<file path="src/rtl/demux_sel.sv">
// Registered 1-to-4 demultiplexer with per-channel one-entry buffers and valid/ready handshaking.
// Supports addressed writes and all-channel broadcast; counts accepted input words modulo 256.
module demux_sel #(
    parameter int unsigned WIDTH = 4
) (
    input  logic               clk,
    input  logic               rst,
    input  logic [WIDTH-1:0]   in_data,
    input  logic [1:0]         in_sel,
    input  logic               in_bcast,
    input  logic               in_valid,
    output logic               in_ready,
    output logic [4*WIDTH-1:0] out_data,
    output logic [3:0]         out_valid,
    input  logic [3:0]         out_ready,
    output logic [7:0]         xfer_cnt
);

    logic [3:0][WIDTH-1:0] data_q, data_d;
    logic [3:0]            valid_q, valid_d;
    logic [7:0]            cnt_q, cnt_d;

    logic [3:0] can_acc;
    logic [3:0] pop;
    logic [3:0] target;
    logic [3:0] push;
    logic       accept;

    always_comb begin
        can_acc  = ~valid_q | out_ready;
        pop      = valid_q & out_ready;
        // A broadcast needs every channel free so it is never partially delivered.
        in_ready = in_bcast ? (&can_acc) : can_acc[in_sel];
        accept   = in_valid & in_ready;
        target   = in_bcast ? 4'b1111 : (4'b0001 << in_sel);
        push     = accept ? target : 4'b0000;
    end

    always_comb begin
        data_d  = data_q;
        valid_d = valid_q;
        cnt_d   = cnt_q;
        for (int unsigned k = 0; k < 4; k++) begin
            if (push[k]) begin
                data_d[k]  = in_data;
                valid_d[k] = 1'b1;
            end else if (pop[k]) begin
                valid_d[k] = 1'b0;
            end
        end
        if (accept) begin
            cnt_d = cnt_q + 8'd1;
        end
    end

    always_ff @(posedge clk or posedge rst) begin
        if (rst) begin
            data_q  <= '0;
            valid_q <= '0;
            cnt_q   <= '0;
        end else begin
            data_q  <= data_d;
            valid_q <= valid_d;
            cnt_q   <= cnt_d;
        end
    end

    assign out_data  = data_q;
    assign out_valid = valid_q;
    assign xfer_cnt  = cnt_q;

endmodule

</file>
<file path="config.mk">
export PLATFORM = sky130hd
export DESIGN_NAME = demux_sel
export DESIGN_NICKNAME = d
export VERILOG_FILES = /design/src/rtl/demux_sel.sv
export SDC_FILE = /design/constraint.sdc
export NUM_CORES = 1
export LEC_CHECK = 0
export CAP_MARGIN = 0
export CORE_MARGIN = 5
export CORE_UTILIZATION = 25
export CTS_BUF_LIST = sky130_fd_sc_hd__clkbuf_16
export CTS_CLUSTER_SIZE = 25
export DETAILED_ROUTE_END_ITERATION = 10
export PLACE_DENSITY = 0.46
export SETUP_SLACK_MARGIN = 0.3
export SYNTH_ARGS = -nofsm -noshare
export SYNTH_HDL_FRONTEND = slang
export SYNTH_SLANG_ARGS = --single-unit
</file>
<file path="constraint.sdc">
create_clock -name clk -period 2.4 [get_ports clk]
set_clock_uncertainty 0.15 [all_clocks]
set_input_delay 0.24 -clock clk [delete_from_list [all_inputs] [get_ports clk]]
set_output_delay 0.24 -clock clk [all_outputs]
set_load 0.01 [all_outputs]
</file>
### Word level (Yosys, flattened, before mapping)

Index checks and enable logic that the tools add are counted.

| operators by class | value |
|---|---|
| shift operators | 1 |
| reduce and logical (&&, ||, !) cells | 5 |
| bitwise logic cells | 4 |
| order comparisons | 1 |
| add/sub/neg operators | 1 |
| mux-type cells | 13 |

Operators by type and width:

| operator | number |
|---|---|
| 2-to-1 mux 1 bit | 10 |
| adder 8 x 1 -> 8 bit, second input constant | 1 |
| 2-to-1 mux 4 bit | 2 |
| nonzero test 2 bit | 4 |
| AND 4 bit | 1 |
| inverter 4 bit | 1 |
| OR 4 bit | 1 |
| AND reduction 4 bit | 1 |
| left shift 1 x 2 -> 4 bit, first input constant | 1 |
| less-than comparator 2 x 3 -> 1 bit, second input constant | 1 |
| binary-select mux 1 bit (select 2 bit) | 1 |
| AND 1 bit | 1 |

| word-level totals | value |
|---|---|
| output and inout bits | 29 |
| bits in registers | 28 |
| logic and storage cells | 34 |
| input bits | 14 |

### Logic depth before layout (Yosys ltp)

Gate-level depths: netlist of the first run.

| depth | value |
|---|---|
| word-level depth | 8 |
| mapped depth | 6 |
| depth with buffers taken out | 5 |

### Worst setup path before layout of the first run

OpenSTA, ideal clock, no wires.

| timing path | value |
|---|---|
| path type | reg2reg |
| start point | register valid_q[3] (netlist: out_valid[3]) |
| end point | register data_q (netlist bit out_data[0]) |
| required time | 2.122 ns |
| setup slack | 0.567 ns |
| stages on the path, launching flop included | 7 |
| library setup time | 0.128 ns |
| arrival | 1.556 ns |
| cells stage by stage | dfrtp_1 > nor2b_1 > o21ai_1 > nand4_4 > buf_6 > nor2_4 > mux2_1 |

| on the way | value |
|---|---|
| word-level cells in the longest chain between the ends | 7 |

Ends and longest elaborated chain:

| element | line | RTL |
|---|---|---|
| from (decl) | 20 | `logic [3:0] valid_q, valid_d;` |
| from (signal assigned) | 63 | `valid_q <= valid_d;` |
| inverter 4 bit * | 30 | `can_acc = ~valid_q \| out_ready;` |
| OR 4 bit * | 30 |  |
| binary-select mux 1 bit (select 2 bit) | 33 | `in_ready = in_bcast ? (&can_acc) : can_acc[in_sel];` |
| 2-to-1 mux 1 bit (implied by the code) | 33 |  |
| 2-to-1 mux 1 bit * | 33 |  |
| AND 1 bit * | 34 | `accept = in_valid & in_ready;` |
| 2-to-1 mux 4 bit * | 36 | `push = accept ? target : 4'b0000;` |
| to (signal assigned) | 62 | `data_q <= data_d;` |
| to (decl) | 19 | `logic [3:0][WIDTH-1:0] data_q, data_d;` |

Every way passes the cells marked *; elsewhere a longest branch is shown, timed or not. The select of a mux whose other input is x is not followed.
A chain may end at the register's enable or synchronous reset.

### Worst setup path after layout of the first run

| timing path | value |
|---|---|
| start point | register valid_q[3] (netlist: out_valid[3]) |
| end point | register data_q (netlist bit out_data[2]) |

The elaborated chain is that of the path after synthesis.

==> summary.md, run 1 <==
| Metric | Value |
|---|---|
| H-Tree Level Count | `1` |
| DR iter-0 viols | `8` |
| Bufs on Longest Clock Path | `2` |
| TritonCTS clock tree | `built` |
| Routed WL per cell | `13.6 um` |
| Placed insts | `212` |
| CTS root buffer | `clkbuf_16` |
| Fin crit share | `0.827` |
| DIE AREA | `6630 um2` |
| All-Layer GR Usage | `0.0967` |
| Data required, critical path | `2.40 ns` |
| Hold Crit Class | `in2async` |
| Synth warnings | `0` |
| Vias | `898` |
| Area Growth Syn to Fin | `50.6%` |
| Slew Limit Fails | `0` |
| # clock sinks | `28` |
| Final TNS setup | `0 ns` |
| Status | `complete, no violations` |
| Final Util | `0.381` |
| Synthesized instance count | `96` |
| Critical path startpoint category | `flip-flop` |
| PortBufs | `42` |
| Post-Synth XOR/XNOR Area | `0.0480` |
| Pleak | `0.836 nW` |
| Nets@finish | `163` |
| Syn Area/Cell | `13.3 um2` |
| Worst reg2reg path depth | `7` |
| Met3 usage | `0.0362` |
| Fmax | `504 MHz` |
| WP buf/inv | `2` |
| EDFF count, synth | `0` |
| Most frequent cells in the layout | `clkdlybuf4s50_1 (38), dfrtp_1 (28), mux2_1 (9)` |
| DPL Wire Length | `2.24 mm` |
| Ys async rst share | `1.00` |
| Rel. slew slack | `0.606` |
| Fin cells | `217` |
| Worst-path clk slew | `0.07 ns` |
| Share of layout cells above drive strength 1 | `0.238` |
| Synth Cell Area | `1280 um2` |
| Final min period | `1.98 ns` |
| Most used flip-flop cell after synthesis | `dfrtp_1` |
| Slowest stage cell on the critical path | `dfrtp_1` |
| Largest net degree at the start of global routing | `29` |
| Vias in the first global route | `953` |
| Post-synth net total | `111` |
| Crit-path max FO | `6` |
| Slew @ Worst Pin | `0.584 ns` |
| # IOs | `43` |
| Placer Congestion | `0.720` |
| Diode count | `0` |
| Worst setup slack after layout | `0.416 ns` |
| Mux cell area share after synthesis | `0.153` |
| Die width | `81.5 um` |
| Critical path cell sequence | `nor2b_2 -> a22oi_2 -> nand4_4 -> buf_4 -> buf_4 -> nor2_4 -> mux2_1` |
| Vias per Instance | `4.14` |
| Total Wirelength | `2.96 mm` |
| Largest family of logic cells by synthesized area | `simple AND/OR/NAND/NOR gates` |
| CP endpoint kind | `flip-flop` |
| DRT Pass-1 Iters | `3` |
| Dpl ws | `0.0544 ns` |
| Gr busiest metal | `met2` |
| Remaining DRCs | `0` |
| Site Rows | `26` |
| Initial antenna violation count | `0` |
| Met2 global-route usage | `0.143` |
| Core ar. | `5040 um2` |
| Crit path DAT | `1.98 ns` |
| Max cap viols | `0` |
| Critical path's top delay family | `simple AND/OR/NAND/NOR gates` |
| Simple-Gate Fraction of Synth Area | `0.183` |
| Setup-failing EPs final | `0` |
| Chip Height | `81.5 um` |
| Most common cell after layout, fill and taps aside | `clkdlybuf4s50_1` |
| GR Overflow Total | `0` |
| Pwr dens | `982 nW/um2` |
| Post-synthesis adder-cell area fraction | `0.00980` |
| Unique masters post-synth | `29` |
| Final Hold Viols | `0` |
| First-pass GRT wire length | `4.91 mm` |
| CTS Buf Count | `3` |
| RSZ-0062 raised after global routing | `no` |
| WHS | `0.192 ns` |
| Post-DRT Antenna Nets | `0` |
| Register area share after synthesis | `0.549` |
| Number of hold buffers added after CTS | `0` |
| Stages on worst setup path | `7` |
| Compound-Gate Fraction of Synth Area | `0.0363` |
| Worst skew pair latency | `0.26 ns` |
| WS Path Type | `reg2reg` |
| Crit path largest cell delay | `0.38 ns` |
| Most common cell on crit path | `buf_4` |
| Peak supply drop | `0.322 mV` |
| Yosys reg bits | `28` |
| Met1 Use GR | `0.137` |
| Starting Density | `0.253` |
-- sequential cells by signal (all words and copies together), names as in the netlist --
| name | cells |
|---|---|
| out_data | 16 |
| out_valid | 4 |
| xfer_cnt | 8 |
-- per-stage QoR --
| step | power [mW] | cell area, um2 |
|---|---|---|
| final | 1.89 | 1920 |
| after global routing | 2.00 | 1920 |
| after floorplan | 1.08 | 1280 |
| after CTS | 1.91 | 1900 |
| after global placement | 1.51 | 1810 |
| after detailed placement | 1.52 | 1810 |
-- logic make-up after synthesis --
| logic type | Yosys count |
|---|---|
| and+or+nand+nor | 31 |
| DFF | 28 |
| muxes | 17 |
| AOI/OAI and AO/OA | 7 |
| xor gates and xnor gates | 7 |
| buffers and inverters | 5 |
| adders and majority gates | 1 |
-- layer usage --
layer | vias to the layer above | routed length, um
met3 | 2 | 211
met4 | 0 | 6
met2 | 29 | 1300
li1 | 427 | -
met1 | 440 | 1440
met5 | - | 0
-- synthesized netlist by cell type (2+ instances only) --
cell | instances | area share
mux2_1 | 10 | 0.088
mux2_2 | 6 | 0.053
nor2_1 | 3 | 0.0088
nor3_2 | 4 | 0.031
nand3_1 | 4 | 0.016
inv_1 | 4 | 0.012
dfrtp_1 | 28 | 0.55
nor2b_1 | 5 | 0.025
or2_2 | 3 | 0.015
nand2_1 | 3 | 0.0088
o21ai_0 | 2 | 0.0078
xor2_1 | 6 | 0.041
o21ai_1 | 2 | 0.0078
-- worst reg2reg max path, cell delays in order, from the launching register on --
cell and delay [ns]:
dfrtp_1 0.38, nor2b_2 0.18, a22oi_2 0.22, nand4_4 0.10, buf_4 0.18, buf_4 0.16, nor2_4 0.17, mux2_1 0.34
-- path summary, 6_finish.rpt --
| path | from | slack, ns | to |
|---|---|---|---|
| worst max-delay path | out_valid[3] | 0.42 | out_data[2] |
| worst min-delay path | rst | 0.19 | out_data[11] |
| worst max register to register | out_valid[3] | 0.42 | out_data[2] |
| worst min register to register | xfer_cnt[7] | 0.32 | xfer_cnt[7] |
| max in group asynchronous | rst | 1.64 | out_valid[1] |
| min in group clk | xfer_cnt[7] | 0.32 | xfer_cnt[7] |
-- power by group --
part / internal [mW] / switching, mW
combinational: 0.458 / 0.295
clock: 0.223 / 0.158
sequential: 0.631 / 0.121
-- final cells by class --
class / instances / area, um2
Multi-Input combinational cell: 63 / 568
Sequential cell: 28 / 701
Clock inverter: 1 / 3.75
Fill cell: 506 / 3120
Inverter: 4 / 15.0
Clock buffer: 3 / 75.1
Timing Repair Buffer: 48 / 472
Tap cell: 70 / 87.6
-- timing repair --
action                     4_1_cts  5_1_grt
setup endpoints to repair        1       15
gates resized for setup          1        9
pin swaps                        0        3
setup buffers                    1        0
Note: power is estimated with default switching activity, not from simulation.
==> inputs of run 2 (changes only) <==
Clock period 2.4 ns to 1.91 ns, I/O delays scaled along.
==> summary.md, run 2 (synthesized netlist as in run 1, its figures left out) <==
| Metric | Value |
|---|---|
| Crit path DAT | `1.89 ns (was 1.98 ns)` |
| Gr busiest metal | `met2 (unchanged)` |
| Initial antenna violation count | `0 (unchanged)` |
| Starting Density | `0.253 (unchanged)` |
| WS Path Type | `reg2reg (unchanged)` |
| Vias per Instance | `4.16 (was 4.14)` |
| Site Rows | `26 (unchanged)` |
| DPL Wire Length | `2.35 mm (was 2.24 mm)` |
| Rel. slew slack | `0.612 (was 0.606)` |
| DR iter-0 viols | `27 (was 8)` |
| Critical path's top delay family | `simple AND/OR/NAND/NOR gates (unchanged)` |
| Most frequent cells in the layout | `clkdlybuf4s50_1 (37), dfrtp_1 (28), buf_4 (18) (was clkdlybuf4s50_1 (38), dfrtp_1 (28), mux2_1 (9))` |
| All-Layer GR Usage | `0.104 (was 0.0967)` |
| Fin crit share | `0.990 (was 0.827)` |
| RSZ-0062 raised after global routing | `yes (was no)` |
| Remaining DRCs | `0 (unchanged)` |
| Nets@finish | `181 (was 163)` |
| CTS root buffer | `clkbuf_16 (unchanged)` |
| Crit-path max FO | `5 (was 6)` |
| CTS Buf Count | `3 (unchanged)` |
| Slew @ Worst Pin | `0.576 ns (was 0.584 ns)` |
| Largest register FFs | `16 (unchanged)` |
| Pwr dens | `1270 nW/um2 (was 982 nW/um2)` |
| Die width | `81.5 um (unchanged)` |
| Worst setup slack after layout | `0.0189 ns (was 0.416 ns)` |
| First-pass GRT wire length | `5.23 mm (was 4.91 mm)` |
| Area Growth Syn to Fin | `74.2% (was 50.6%)` |
| Critical path cell sequence | `nor2b_4 -> a22oi_2 -> nand4_4 -> buf_6 -> buf_6 -> or2_4 -> mux2_4 (was nor2b_2 -> a22oi_2 -> nand4_4 -> buf_4 -> buf_4 -> nor2_4 -> mux2_1)` |
| Final Util | `0.441 (was 0.381)` |
| Worst-path clk slew | `0.07 ns (about the same)` |
| Crit path largest cell delay | `0.38 ns (about the same)` |
| R2R Path End | `xfer_cnt[1] (was out_data[2])` |
| Met2 global-route usage | `0.178 (was 0.143)` |
| H-Tree Level Count | `1 (unchanged)` |
| # IOs | `43 (unchanged)` |
| TritonCTS clock tree | `built (unchanged)` |
| CP endpoint kind | `flip-flop (unchanged)` |
| DIE AREA | `6630 um2 (unchanged)` |
| Data required, critical path | `1.91 ns (was 2.40 ns)` |
| Chip Height | `81.5 um (unchanged)` |
| Flop-to-flop setup slack | `0.02 ns (was 0.42 ns)` |
| Core ar. | `5040 um2 (unchanged)` |
| Status | `complete, no violations (unchanged)` |
| Slowest stage cell on the critical path | `dfrtp_1 (unchanged)` |
| Pleak | `0.998 nW (was 0.836 nW)` |
| Worst skew pair latency | `0.26 ns (about the same)` |
| WHS | `0.143 ns (was 0.192 ns)` |
| Vias | `977 (was 898)` |
| Overall Power | `2.82 mW (was 1.89 mW)` |
| Hold Crit Class | `in2async (unchanged)` |
| Stages on worst setup path | `7 (unchanged)` |
| Routed WL per cell | `13.8 um (was 13.6 um)` |
| Share of layout cells above drive strength 1 | `0.436 (was 0.238)` |
| Dpl ws | `-0.316 ns (was 0.0544 ns)` |
| WP buf/inv | `2 (unchanged)` |
| Reg-to-reg startpoint | `out_valid[3] (unchanged)` |
| Final Hold Viols | `0 (unchanged)` |
| Final TNS setup | `0 ns (unchanged)` |
| Setup-failing EPs final | `0 (unchanged)` |
| Worst reg2reg path depth | `7 (unchanged)` |
| Slew Limit Fails | `0 (unchanged)` |
| Vias in the first global route | `1055 (was 953)` |
| Post-DRT Antenna Nets | `0 (unchanged)` |
| Most common cell after layout, fill and taps aside | `clkdlybuf4s50_1 (unchanged)` |
| Max cap viols | `0 (unchanged)` |
| Bufs on Longest Clock Path | `2 (unchanged)` |
| Peak supply drop | `0.470 mV (was 0.322 mV)` |
| Number of hold buffers added after CTS | `0 (unchanged)` |
| Diode count | `0 (unchanged)` |
| Met1 Use GR | `0.127 (was 0.137)` |
| GR Overflow Total | `0 (unchanged)` |
| DRT Pass-1 Iters | `4 (was 3)` |
| # clock sinks | `28 (unchanged)` |
| Placer Congestion | `0.808 (was 0.720)` |
| Met3 usage | `0.0285 (was 0.0362)` |
| Most common cell on crit path | `buf_6 (was buf_4)` |
| PortBufs | `42 (unchanged)` |
| Total Wirelength | `3.23 mm (was 2.96 mm)` |
| Largest net degree at the start of global routing | `29 (unchanged)` |
| Critical path startpoint category | `flip-flop (unchanged)` |
| Fmax | `529 MHz (was 504 MHz)` |
| Final min period | `1.89 ns (was 1.98 ns)` |
run 2: cell types whose count changed in the layout (fill, tap and decap cells not counted), sizes merged:
cell / before / now
buf: 6 / 26
dlymetal6s2s: 3 / 0
dlygate4sd2: 1 / 3
bufinv: 0 / 1
clkdlybuf4s50: 38 / 37
clkinv: 1 / 0
run 2: worst max-delay path by stage:
stage | from | end
floorplan | out_valid[3] | out_data[0]
global placement | in_sel[1] | xfer_cnt[1]
detailed placement | in_sel[1] | xfer_cnt[1]
CTS | out_valid[3] | out_data[2]
global route | out_valid[3] | out_data[2]
finish | out_valid[3] | xfer_cnt[1]
run 2: worst reg2reg max path: cells and delay by family, from the launching register on:
kind | cells | cell delay (ns)
compound gates | 1 | 0.21
flops | 1 | 0.38
simple gates | 3 | 0.49
mux | 1 | 0.29
buf+inv | 2 | 0.27
run 2: area by class of cell:
type | count | area [um2]
Fill cell | 459 | 2820
Tap cell | 70 | 87.6
Clock inverter | 1 | 30.0
Clock buffer | 3 | 75.1
Inverter | 4 | 15.0
Multi-Input combinational cell | 63 | 676
Timing Repair Buffer | 66 | 639
Sequential cell | 28 | 701
run 2: what timing repair did:
action,CTS,global route
setup buffers,3,8
pin swaps,14,7
setup endpoints to repair,28,32
resized for setup,35,2
run 2: metrics by stage:
stage                     instances  instance area [um2]
after detailed placement        220                 1930
after global placement          220                 1930
after CTS                       227                 2160
after floorplan                  96                 1320
after global routing            235                 2220
final                           235                 2220
run 2: per-layer routing:
| layer | vias up | part of all wire | wire length, um |
|---|---|---|---|
| li1 | 465 | - | - |
| met1 | 477 | 0.43 | 1400 |
| met2 | 30 | 0.49 | 1590 |
| met3 | 5 | 0.059 | 192 |
| met4 | 0 | 0.016 | 51 |
| met5 | - | 0 | 0 |
run 2: power by group:
part	switching, mW	total [mW]	internal, mW
Combinational	0.468	1.26	0.792
Sequential	0.138	0.931	0.793
Clock	0.211	0.629	0.418
Total	0.818	2.82	2.00
